### src/rtl/font_port_arbiter_if.sv
// rtl/font_port_arbiter_if.sv - display, host and font ROM signal bundle for the font port arbiter
interface font_port_arbiter_if #(
    parameter int CHAR_BITS = 7,
    parameter int ROW_BITS  = 4,
    parameter int ADDR_W    = CHAR_BITS + ROW_BITS,
    parameter int DATA_W    = 8
);
    // display renderer side
    logic                 disp_req;
    logic [CHAR_BITS-1:0] disp_char;
    logic [ROW_BITS-1:0]  disp_row;
    logic                 disp_valid;
    logic [DATA_W-1:0]    disp_data;
    logic                 disp_miss;

    // host loader / debug side
    logic                 host_valid;
    logic                 host_we;
    logic [ADDR_W-1:0]    host_addr;
    logic [DATA_W-1:0]    host_wdata;
    logic                 host_ready;
    logic                 host_rvalid;
    logic [DATA_W-1:0]    host_rdata;

    // font ROM side
    logic [ADDR_W-1:0]    rom_addr;
    logic                 rom_we;
    logic [DATA_W-1:0]    rom_din;
    logic [DATA_W-1:0]    rom_dout;

    // arbiter view
    modport slave (
        input  disp_req, disp_char, disp_row,
        input  host_valid, host_we, host_addr, host_wdata,
        input  rom_dout,
        output disp_valid, disp_data, disp_miss,
        output host_ready, host_rvalid, host_rdata,
        output rom_addr, rom_we, rom_din
    );

    // requesters and ROM view
    modport master (
        output disp_req, disp_char, disp_row,
        output host_valid, host_we, host_addr, host_wdata,
        output rom_dout,
        input  disp_valid, disp_data, disp_miss,
        input  host_ready, host_rvalid, host_rdata,
        input  rom_addr, rom_we, rom_din
    );
endinterface

### src/rtl/font_port_arbiter.sv
// rtl/font_port_arbiter.sv - display-priority arbiter for the single-port font ROM with host starvation guard
module font_port_arbiter #(
    parameter int CHAR_BITS = 7,
    parameter int ROW_BITS  = 4,
    parameter int ADDR_W    = CHAR_BITS + ROW_BITS,
    parameter int DATA_W    = 8,
    parameter int MAX_WAIT  = 15
) (
    input logic                clk,
    input logic                rst,
    font_port_arbiter_if.slave bus
);
    typedef enum logic [1:0] {GNT_IDLE, GNT_DISP, GNT_HOST} grant_e;
    typedef enum logic [1:0] {TAG_NONE, TAG_DISP, TAG_HRD} tag_e;

    localparam logic [7:0] MAX_WAIT_C = 8'(MAX_WAIT);

    grant_e            grant;
    logic              forced;
    logic              disp_valid;
    logic              host_rvalid;

    logic [7:0]        wait_cnt_q,    wait_cnt_d;
    logic [ADDR_W-1:0] rom_addr_q,    rom_addr_d;
    logic              rom_we_q,      rom_we_d;
    logic [DATA_W-1:0] rom_din_q,     rom_din_d;
    tag_e              tag_b_q,       tag_b_d;
    tag_e              tag_c_q,       tag_c_d;
    logic              miss_b_q,      miss_b_d;
    logic              miss_c_q,      miss_c_d;
    logic [DATA_W-1:0] disp_data_q,   disp_data_d;
    logic [DATA_W-1:0] host_rdata_q,  host_rdata_d;

    // Stage A grant: host wins when forced by starvation or when the display is quiet
    always_comb begin
        forced = bus.host_valid && (wait_cnt_q == MAX_WAIT_C);
        grant  = GNT_IDLE;
        if (rst) begin
            grant = GNT_IDLE;
        end else if (forced || (bus.host_valid && !bus.disp_req)) begin
            grant = GNT_HOST;
        end else if (bus.disp_req) begin
            grant = GNT_DISP;
        end
    end

    // Next state: starvation counter, ROM request register and return-steering tags
    always_comb begin
        wait_cnt_d   = wait_cnt_q;
        rom_addr_d   = rom_addr_q;
        rom_din_d    = rom_din_q;
        rom_we_d     = 1'b0;
        tag_b_d      = TAG_NONE;
        miss_b_d     = bus.disp_req && (grant == GNT_HOST);
        tag_c_d      = tag_b_q;
        miss_c_d     = miss_b_q;

        if (!bus.host_valid || (grant == GNT_HOST)) begin
            wait_cnt_d = 8'd0;
        end else if (wait_cnt_q != MAX_WAIT_C) begin
            wait_cnt_d = wait_cnt_q + 8'd1;
        end

        case (grant)
            GNT_DISP: begin
                rom_addr_d = {bus.disp_char, bus.disp_row};
                tag_b_d    = TAG_DISP;
            end
            GNT_HOST: begin
                rom_addr_d = bus.host_addr;
                if (bus.host_we) begin
                    rom_we_d  = 1'b1;
                    rom_din_d = bus.host_wdata;
                end else begin
                    tag_b_d = TAG_HRD;
                end
            end
            default: ;
        endcase

        // Return data arrives in stage C; gated by rst so no pulse escapes a reset cycle
        disp_valid   = !rst && (tag_c_q == TAG_DISP);
        host_rvalid  = !rst && (tag_c_q == TAG_HRD);
        disp_data_d  = disp_valid  ? bus.rom_dout : disp_data_q;
        host_rdata_d = host_rvalid ? bus.rom_dout : host_rdata_q;
    end

    // Pipeline and hold registers
    always_ff @(posedge clk) begin
        if (rst) begin
            wait_cnt_q   <= 8'd0;
            rom_addr_q   <= '0;
            rom_we_q     <= 1'b0;
            rom_din_q    <= '0;
            tag_b_q      <= TAG_NONE;
            tag_c_q      <= TAG_NONE;
            miss_b_q     <= 1'b0;
            miss_c_q     <= 1'b0;
            disp_data_q  <= '0;
            host_rdata_q <= '0;
        end else begin
            wait_cnt_q   <= wait_cnt_d;
            rom_addr_q   <= rom_addr_d;
            rom_we_q     <= rom_we_d;
            rom_din_q    <= rom_din_d;
            tag_b_q      <= tag_b_d;
            tag_c_q      <= tag_c_d;
            miss_b_q     <= miss_b_d;
            miss_c_q     <= miss_c_d;
            disp_data_q  <= disp_data_d;
            host_rdata_q <= host_rdata_d;
        end
    end

    assign bus.host_ready  = bus.host_valid && (grant == GNT_HOST);
    assign bus.disp_valid  = disp_valid;
    assign bus.disp_data   = disp_valid ? bus.rom_dout : disp_data_q;
    assign bus.disp_miss   = !rst && miss_c_q;
    assign bus.host_rvalid = host_rvalid;
    assign bus.host_rdata  = host_rvalid ? bus.rom_dout : host_rdata_q;
    assign bus.rom_addr    = rom_addr_q;
    // A write already registered but not yet committed is dropped if reset arrives
    assign bus.rom_we      = rom_we_q && !rst;
    assign bus.rom_din     = rom_din_q;

endmodule

### src/flat_wrapper.sv
// flat-port wrapper written by rule: the top's interface ports become plain ports
module font_port_arbiter_flat 
#(
    parameter int CHAR_BITS = 7,
    parameter int ROW_BITS  = 4,
    parameter int ADDR_W    = CHAR_BITS + ROW_BITS,
    parameter int DATA_W    = 8,
    parameter int MAX_WAIT  = 15
)
  (clk, rst, bus_disp_req, bus_disp_char, bus_disp_row, bus_host_valid, bus_host_we, bus_host_addr, bus_host_wdata, bus_rom_dout, bus_disp_valid, bus_disp_data, bus_disp_miss, bus_host_ready, bus_host_rvalid, bus_host_rdata, bus_rom_addr, bus_rom_we, bus_rom_din);
  font_port_arbiter_if #(.CHAR_BITS(CHAR_BITS), .ROW_BITS(ROW_BITS), .ADDR_W(ADDR_W), .DATA_W(DATA_W)) bus_i ();
  input logic clk;
  input logic rst;
  input wire logic [$bits(bus_i.disp_req)-1:0] bus_disp_req;
  input wire logic [$bits(bus_i.disp_char)-1:0] bus_disp_char;
  input wire logic [$bits(bus_i.disp_row)-1:0] bus_disp_row;
  input wire logic [$bits(bus_i.host_valid)-1:0] bus_host_valid;
  input wire logic [$bits(bus_i.host_we)-1:0] bus_host_we;
  input wire logic [$bits(bus_i.host_addr)-1:0] bus_host_addr;
  input wire logic [$bits(bus_i.host_wdata)-1:0] bus_host_wdata;
  input wire logic [$bits(bus_i.rom_dout)-1:0] bus_rom_dout;
  output wire logic [$bits(bus_i.disp_valid)-1:0] bus_disp_valid;
  output wire logic [$bits(bus_i.disp_data)-1:0] bus_disp_data;
  output wire logic [$bits(bus_i.disp_miss)-1:0] bus_disp_miss;
  output wire logic [$bits(bus_i.host_ready)-1:0] bus_host_ready;
  output wire logic [$bits(bus_i.host_rvalid)-1:0] bus_host_rvalid;
  output wire logic [$bits(bus_i.host_rdata)-1:0] bus_host_rdata;
  output wire logic [$bits(bus_i.rom_addr)-1:0] bus_rom_addr;
  output wire logic [$bits(bus_i.rom_we)-1:0] bus_rom_we;
  output wire logic [$bits(bus_i.rom_din)-1:0] bus_rom_din;
  assign bus_i.disp_req = bus_disp_req;
  assign bus_i.disp_char = bus_disp_char;
  assign bus_i.disp_row = bus_disp_row;
  assign bus_i.host_valid = bus_host_valid;
  assign bus_i.host_we = bus_host_we;
  assign bus_i.host_addr = bus_host_addr;
  assign bus_i.host_wdata = bus_host_wdata;
  assign bus_i.rom_dout = bus_rom_dout;
  assign bus_disp_valid = bus_i.disp_valid;
  assign bus_disp_data = bus_i.disp_data;
  assign bus_disp_miss = bus_i.disp_miss;
  assign bus_host_ready = bus_i.host_ready;
  assign bus_host_rvalid = bus_i.host_rvalid;
  assign bus_host_rdata = bus_i.host_rdata;
  assign bus_rom_addr = bus_i.rom_addr;
  assign bus_rom_we = bus_i.rom_we;
  assign bus_rom_din = bus_i.rom_din;
  font_port_arbiter #(.CHAR_BITS(CHAR_BITS), .ROW_BITS(ROW_BITS), .ADDR_W(ADDR_W), .DATA_W(DATA_W), .MAX_WAIT(MAX_WAIT)) u_core (.clk(clk), .rst(rst), .bus(bus_i));
endmodule
### config.mk
export PLATFORM = sky130hd
export DESIGN_NAME = font_port_arbiter_flat
export DESIGN_NICKNAME = d
export VERILOG_FILES = /design/src/rtl/font_port_arbiter_if.sv /design/src/rtl/font_port_arbiter.sv /design/src/flat_wrapper.sv
export SDC_FILE = /design/constraint.sdc
export NUM_CORES = 1
export LEC_CHECK = 0
export ABC_CLOCK_PERIOD_IN_PS = 2150
export CAP_MARGIN = 20
export CORE_ASPECT_RATIO = 1.25
export CORE_MARGIN = 2
export CORE_UTILIZATION = 40
export CTS_BUF_LIST = sky130_fd_sc_hd__clkbuf_4
export CTS_CLUSTER_SIZE = 16
export DETAILED_ROUTE_END_ITERATION = 8
export PLACE_DENSITY = 0.78
export SKIP_CTS_REPAIR_TIMING = 1
export SYNTH_ARGS = -nofsm -noshare
export SYNTH_HDL_FRONTEND = slang
export SYNTH_SLANG_ARGS = --single-unit
### constraint.sdc
create_clock -name clk -period 2.15 [get_ports clk]
set_input_delay 0.43 -clock clk [delete_from_list [all_inputs] [get_ports clk]]
set_output_delay 0.43 -clock clk [all_outputs]
set_load 0.02 [all_outputs]
### Yosys cells after proc, flatten, opt, wreduce, memory -nomap -nowiden

Cells that the tools add are included.

* $add $sub $neg: 1
* reductions and logical operators: 17
* bitwise logic cells: 1
* equal/unequal tests: 6
* multiplexer cells: 9

Operator list (count)
* $pmux 11 s2: 1
* $mux 8: 2
* $add 8x1->8 const B: 1
* $eq 8x4->1 const B: 1
* $logic_and 1x1->1: 8
* $ne 8x4->1 const B: 1
* $mux 2: 3
* $eq 2x1->1 const B: 2
* $eq 2x2->1 const B: 2
* $pmux 2 s2: 1
* $reduce_or 2->1: 2
* $logic_not 1->1: 3
* $logic_or 1x1->1: 2
* $mux 1: 2
* $reduce_and 2->1: 1
* $reduce_bool 2->1: 1
* $not 1->1: 1

* bits in registers: 50
* input bits: 43
* output and inout bits: 40
* word-level logic and storage cells: 44

### Longest topological paths before layout

* depth after elaboration: 8
* mapped depth: 9
* mapped depth without buffers: 8

### Worst setup path before layout

No wires, ideal clock.

* path kind: reg-to-output
* start point: register u_core.wait_cnt_q[4]
* end point: output bus_host_ready
* data arrival time: 1.791 ns
* path buffers: 1
* setup slack: -0.071 ns
* cell stages (with the launch flop): 7
* data required time: 1.720 ns
* cells stage by stage: dfxtp_1 -> or4_4 -> nor2_2 -> a21o_1 -> ha_1 -> buf_2 -> and2_1

* word-level cells in the longest chain between the ends: 7

Ends and longest elaborated chain
* start, declared: line font_port_arbiter.sv:23 `logic [7:0] wait_cnt_q, wait_cnt_d;`
* start signal, assigned: line font_port_arbiter.sv:102 `wait_cnt_q <= wait_cnt_d;`
* $eq 8x4->1: line font_port_arbiter.sv:36 `forced = bus.host_valid && (wait_cnt_q == MAX_WAIT_C);`
* $logic_and 1x1->1: line font_port_arbiter.sv:36
* $logic_or 1x1->1: line font_port_arbiter.sv:40 `end else if (forced || (bus.host_valid && !bus.disp_req)) begin`
* $mux 2: line font_port_arbiter.sv:40
* $mux 2: line font_port_arbiter.sv:38 `if (rst) begin`
* $eq 2x2->1: line font_port_arbiter.sv:115 `assign bus.host_ready = bus.host_valid && (grant == GNT_HOST);`
* $logic_and 1x1->1: line font_port_arbiter.sv:115
* end, declared: line flat_wrapper.sv:25 `output wire logic [$bits(bus_i.host_ready)-1:0] bus_host_ready;`

No other way between the ends.

### Worst setup path in the final report

Same ends and word-level chain as after synthesis.

==> run_results.csv <==
group,metric,value,unit
cts,cts_root_buf,"sky130_fd_sc_hd__clkbuf_4",
cts,numCtsBuffers,5,
yosys,yosys.area.top_type,"sky130_fd_sc_hd__dfxtp_1",
global_routing,wire_length_of_the_first_global_routing_pass,7820,µm
cts,tritoncts,"built",
floorplan,coreArea,5040,µm²
placed_design,place_congestion,0.800,
sta,setup_ws,-0.213,ns
yosys,ys_seq_elements,50,
setup_path,crit_fanout,3,
route,final_antenna_net_count,0,
setup_path,cp-start-kind,"flop",
floorplan,ioPinCount,83,
sta,fin_hold_ws,0.464,ns
setup_path,worst_ep_arrival_time,1.93,ns
outcome,failing_checks,"negative setup slack",
floorplan,initial_core_utilization,0.413,
route,drt_first_pass_iters,4,
hold_path,min-delay-path-class,"flop to flop",
sta,fraction_of_the_cycle_the_final_worst_path_needs,1.10,
outcome,run_status,"finished, violations left",
run,maxCapViolations,0,
yosys,synth_sequential_area_ratio,0.480,
route,vias,1857,
global_routing,first_global_vias,1875,
setup_path,critPathCaptureType,"output pin",
yosys,dominantRegCellSynth,"sky130_fd_sc_hd__dfxtp_1",
yosys,syn_nets,255,
global_routing,grt_max_degree,29,
global_routing,grtUsageTotal,0.176,
finish,drive_above_1_share,0.292,
finish,syn_to_final_growth,59.7,%
sta,setup_viol,1,
sta,tightestPinTransition,0.381,ns
cts,clk_transition_reported_paths,0.15,ns
sta,setup_repair_after_global_routing_missed_its_margin,"yes",
route,drtIter0Drc,42,
floorplan,die_area,5810,µm²
finish,insertedDiodeCount,0,
sta,timing.setup.tns,-0.213,ns
yosys,synth_cells,209,
yosys,yosysTopAreaCellShare,0.480,
yosys,synthesis.area_per_instance,9.97,µm²
setup_path,critical-path-slowest-cell,"sky130_fd_sc_hd__or4_4",
yosys,synth_commonest_cells,"sky130_fd_sc_hd__dfxtp_1, sky130_fd_sc_hd__mux2_2, sky130_fd_sc_hd__nor2b_1, sky130_fd_sc_hd__a21oi_1, sky130_fd_sc_hd__nand2_1",
route,routed_via_density,4.89,
yosys,synthDistinctLibCells,30,
setup_path,crit_path_cell_trace,"or4_4, nor2_4, a21o_1, ha_4, and2_2, buf_4",
power_and_ir_drop,vdd_ir_drop_max,0.324,mV
sta,hold_violations,0,
power_and_ir_drop,p_per_area,505,nW/µm²
yosys,post_synth_main_area_contributors,"sky130_fd_sc_hd__dfxtp_1, sky130_fd_sc_hd__mux2_2, sky130_fd_sc_hd__nor2b_1",
cts,cts.sink_count,50,
cts,cts-htree-levels,2,
floorplan,die_height,84.7,µm
cts,insertion_delay,0.37,ns
finish,nNetsFinal,363,
yosys,async_reset_ff_frac,0,
global_routing,globalRoute.totalOverflow,0,
setup_path,timing.setup.critical_path_class,"flop to output pin",
route,post_drt_wl_per_cell,13.6,µm
route,drcViolationCount,0,
global_routing,antenna_violations_before_repair,0,
route,route.final.wire_length,5160,µm
yosys,ys.warnings.count,0,
floorplan,rows,29,
sta,slew-limit-headroom,0.745,
setup_path,critical_path.max_stage_delay,0.55,ns
yosys,synth-edff-count,0,
floorplan,fp.dieW,68.6,µm
cts,cts.path.max_buffers,2,
sta,slew_viol_final,0,
yosys,synthesis.area,2080,µm²
power_and_ir_drop,standby_leakage_power,0.00146,µW
setup_path,cp.required,1.72,ns
sta,timing.final.crit_period,2.36,ns
sta,finClkSkew,0.00823,ns
placed_design,place_hpwl,3530,µm
placed_design,port_buffers,82,
yosys,yosysMostFrequentCell,"sky130_fd_sc_hd__dfxtp_1",
sta,clock.fmax,423,MHz
## stage by stage
stage | instance area [µm²] | utilization | std cells | total power, µW | setup WS (ns)
3_5_place_dp | 3140 | 0.622 | 367 | 1260 | -0.563
4_1_cts | 3190 | 0.633 | 375 | 1690 | -0.690
3_3_place_gp | 3140 | 0.622 | 367 | 1250 | -0.543
2_1_floorplan | 2090 | - | 209 | 1100 | -0.0434
5_1_grt | 3330 | 0.660 | 380 | 1760 | -0.296
6_report | 3330 | 0.660 | 380 | 1680 | -0.213
## cell type report
class                           count  area (µm²)
Fill cell                         396        1710
Multi-Input combinational cell    147        1110
Timing Repair Buffer              112        1080
Sequential cell                    50        1000
Clock buffer                        5        37.5
Clock inverter                      3        21.3
Tap cell                           62        77.6
Inverter                            1        3.75
## routing by layer
metal	vias to the layer above	wire, µm	GRT usage
met4	0	76	0.0691
met1	847	2060	0.190
met3	5	362	0.0536
met5	-	0	0
met2	67	2660	0.309
li1	938	-	-
## worst max-delay path: cells and delay by family (launching register included)
kind,cells,cell delay [ns]
AO/OA/AOI/OAI,1,0.15
adder cells (fa/ha/maj),1,0.15
buffers and inverters,1,0.14
flip-flops,1,0.35
AND/OR/NAND/NOR,3,0.79
## sequential cells by signal, indices dropped and copies added, names as in the netlist
name	count
u_core.bus.rom_addr	11
u_core.bus.rom_din	8
u_core.disp_data_q	8
u_core.host_rdata_q	8
u_core.miss_b_q	1
u_core.miss_c_q	1
u_core.rom_we_q	1
u_core.tag_b_q	2
u_core.tag_c_q	2
u_core.wait_cnt_q	8
## kinds of logic after synthesis
| group | after synthesis | synth area share |
|---|---|---|
| AO/OA/AOI/OAI | 26 | 0.0684 |
| adder cells (fa/ha/maj) | 3 | 0.0180 |
| buffers and inverters | 12 | 0.0252 |
| flip-flops | 50 | 0.480 |
| multiplexers | 38 | 0.199 |
| AND/OR/NAND/NOR | 80 | 0.209 |
## cells in the final DEF (no fill, tap or decap), drive strengths merged
master,count
mux2,27
clkinv,3
inv,1
a21boi,1
nor4,2
or4,1
and3,2
buf,39
clkbuf,11
nor2,14
nor2b,22
mux2i,11
ha,3
nand2b,3
dlymetal6s2s,6
dfxtp,50
nor3b,3
a21oi,14
and2,1
clkdlybuf4s50,61
a21o,2
a211oi,1
a31oi,2
or3,4
nand4,1
o21ai,6
nand3,11
nor3,2
nand2,14
## power breakdown
part / total, µW / leakage [µW] / switching [µW] / internal [µW]
clock: 432 / 0.0000328 / 303 / 129
combinational: 289 / 0.00102 / 116 / 173
sequential: 962 / 0.000407 / 11.3 / 950
total: 1680 / 0.00146 / 431 / 1250
## worst paths after layout
check                           cells after the start                 start  slack (ns)                endpoint
worst max-delay path                                6  u_core.wait_cnt_q[4]       -0.21          bus_host_ready
worst min-delay path                                1       u_core.miss_b_q        0.46         u_core.miss_c_q
worst max register to register                      8  u_core.wait_cnt_q[4]        0.12  u_core.bus.rom_addr[9]
worst min register to register                      1       u_core.miss_b_q        0.46         u_core.miss_c_q
No activity file was read; power rests on OpenSTA's default activity.
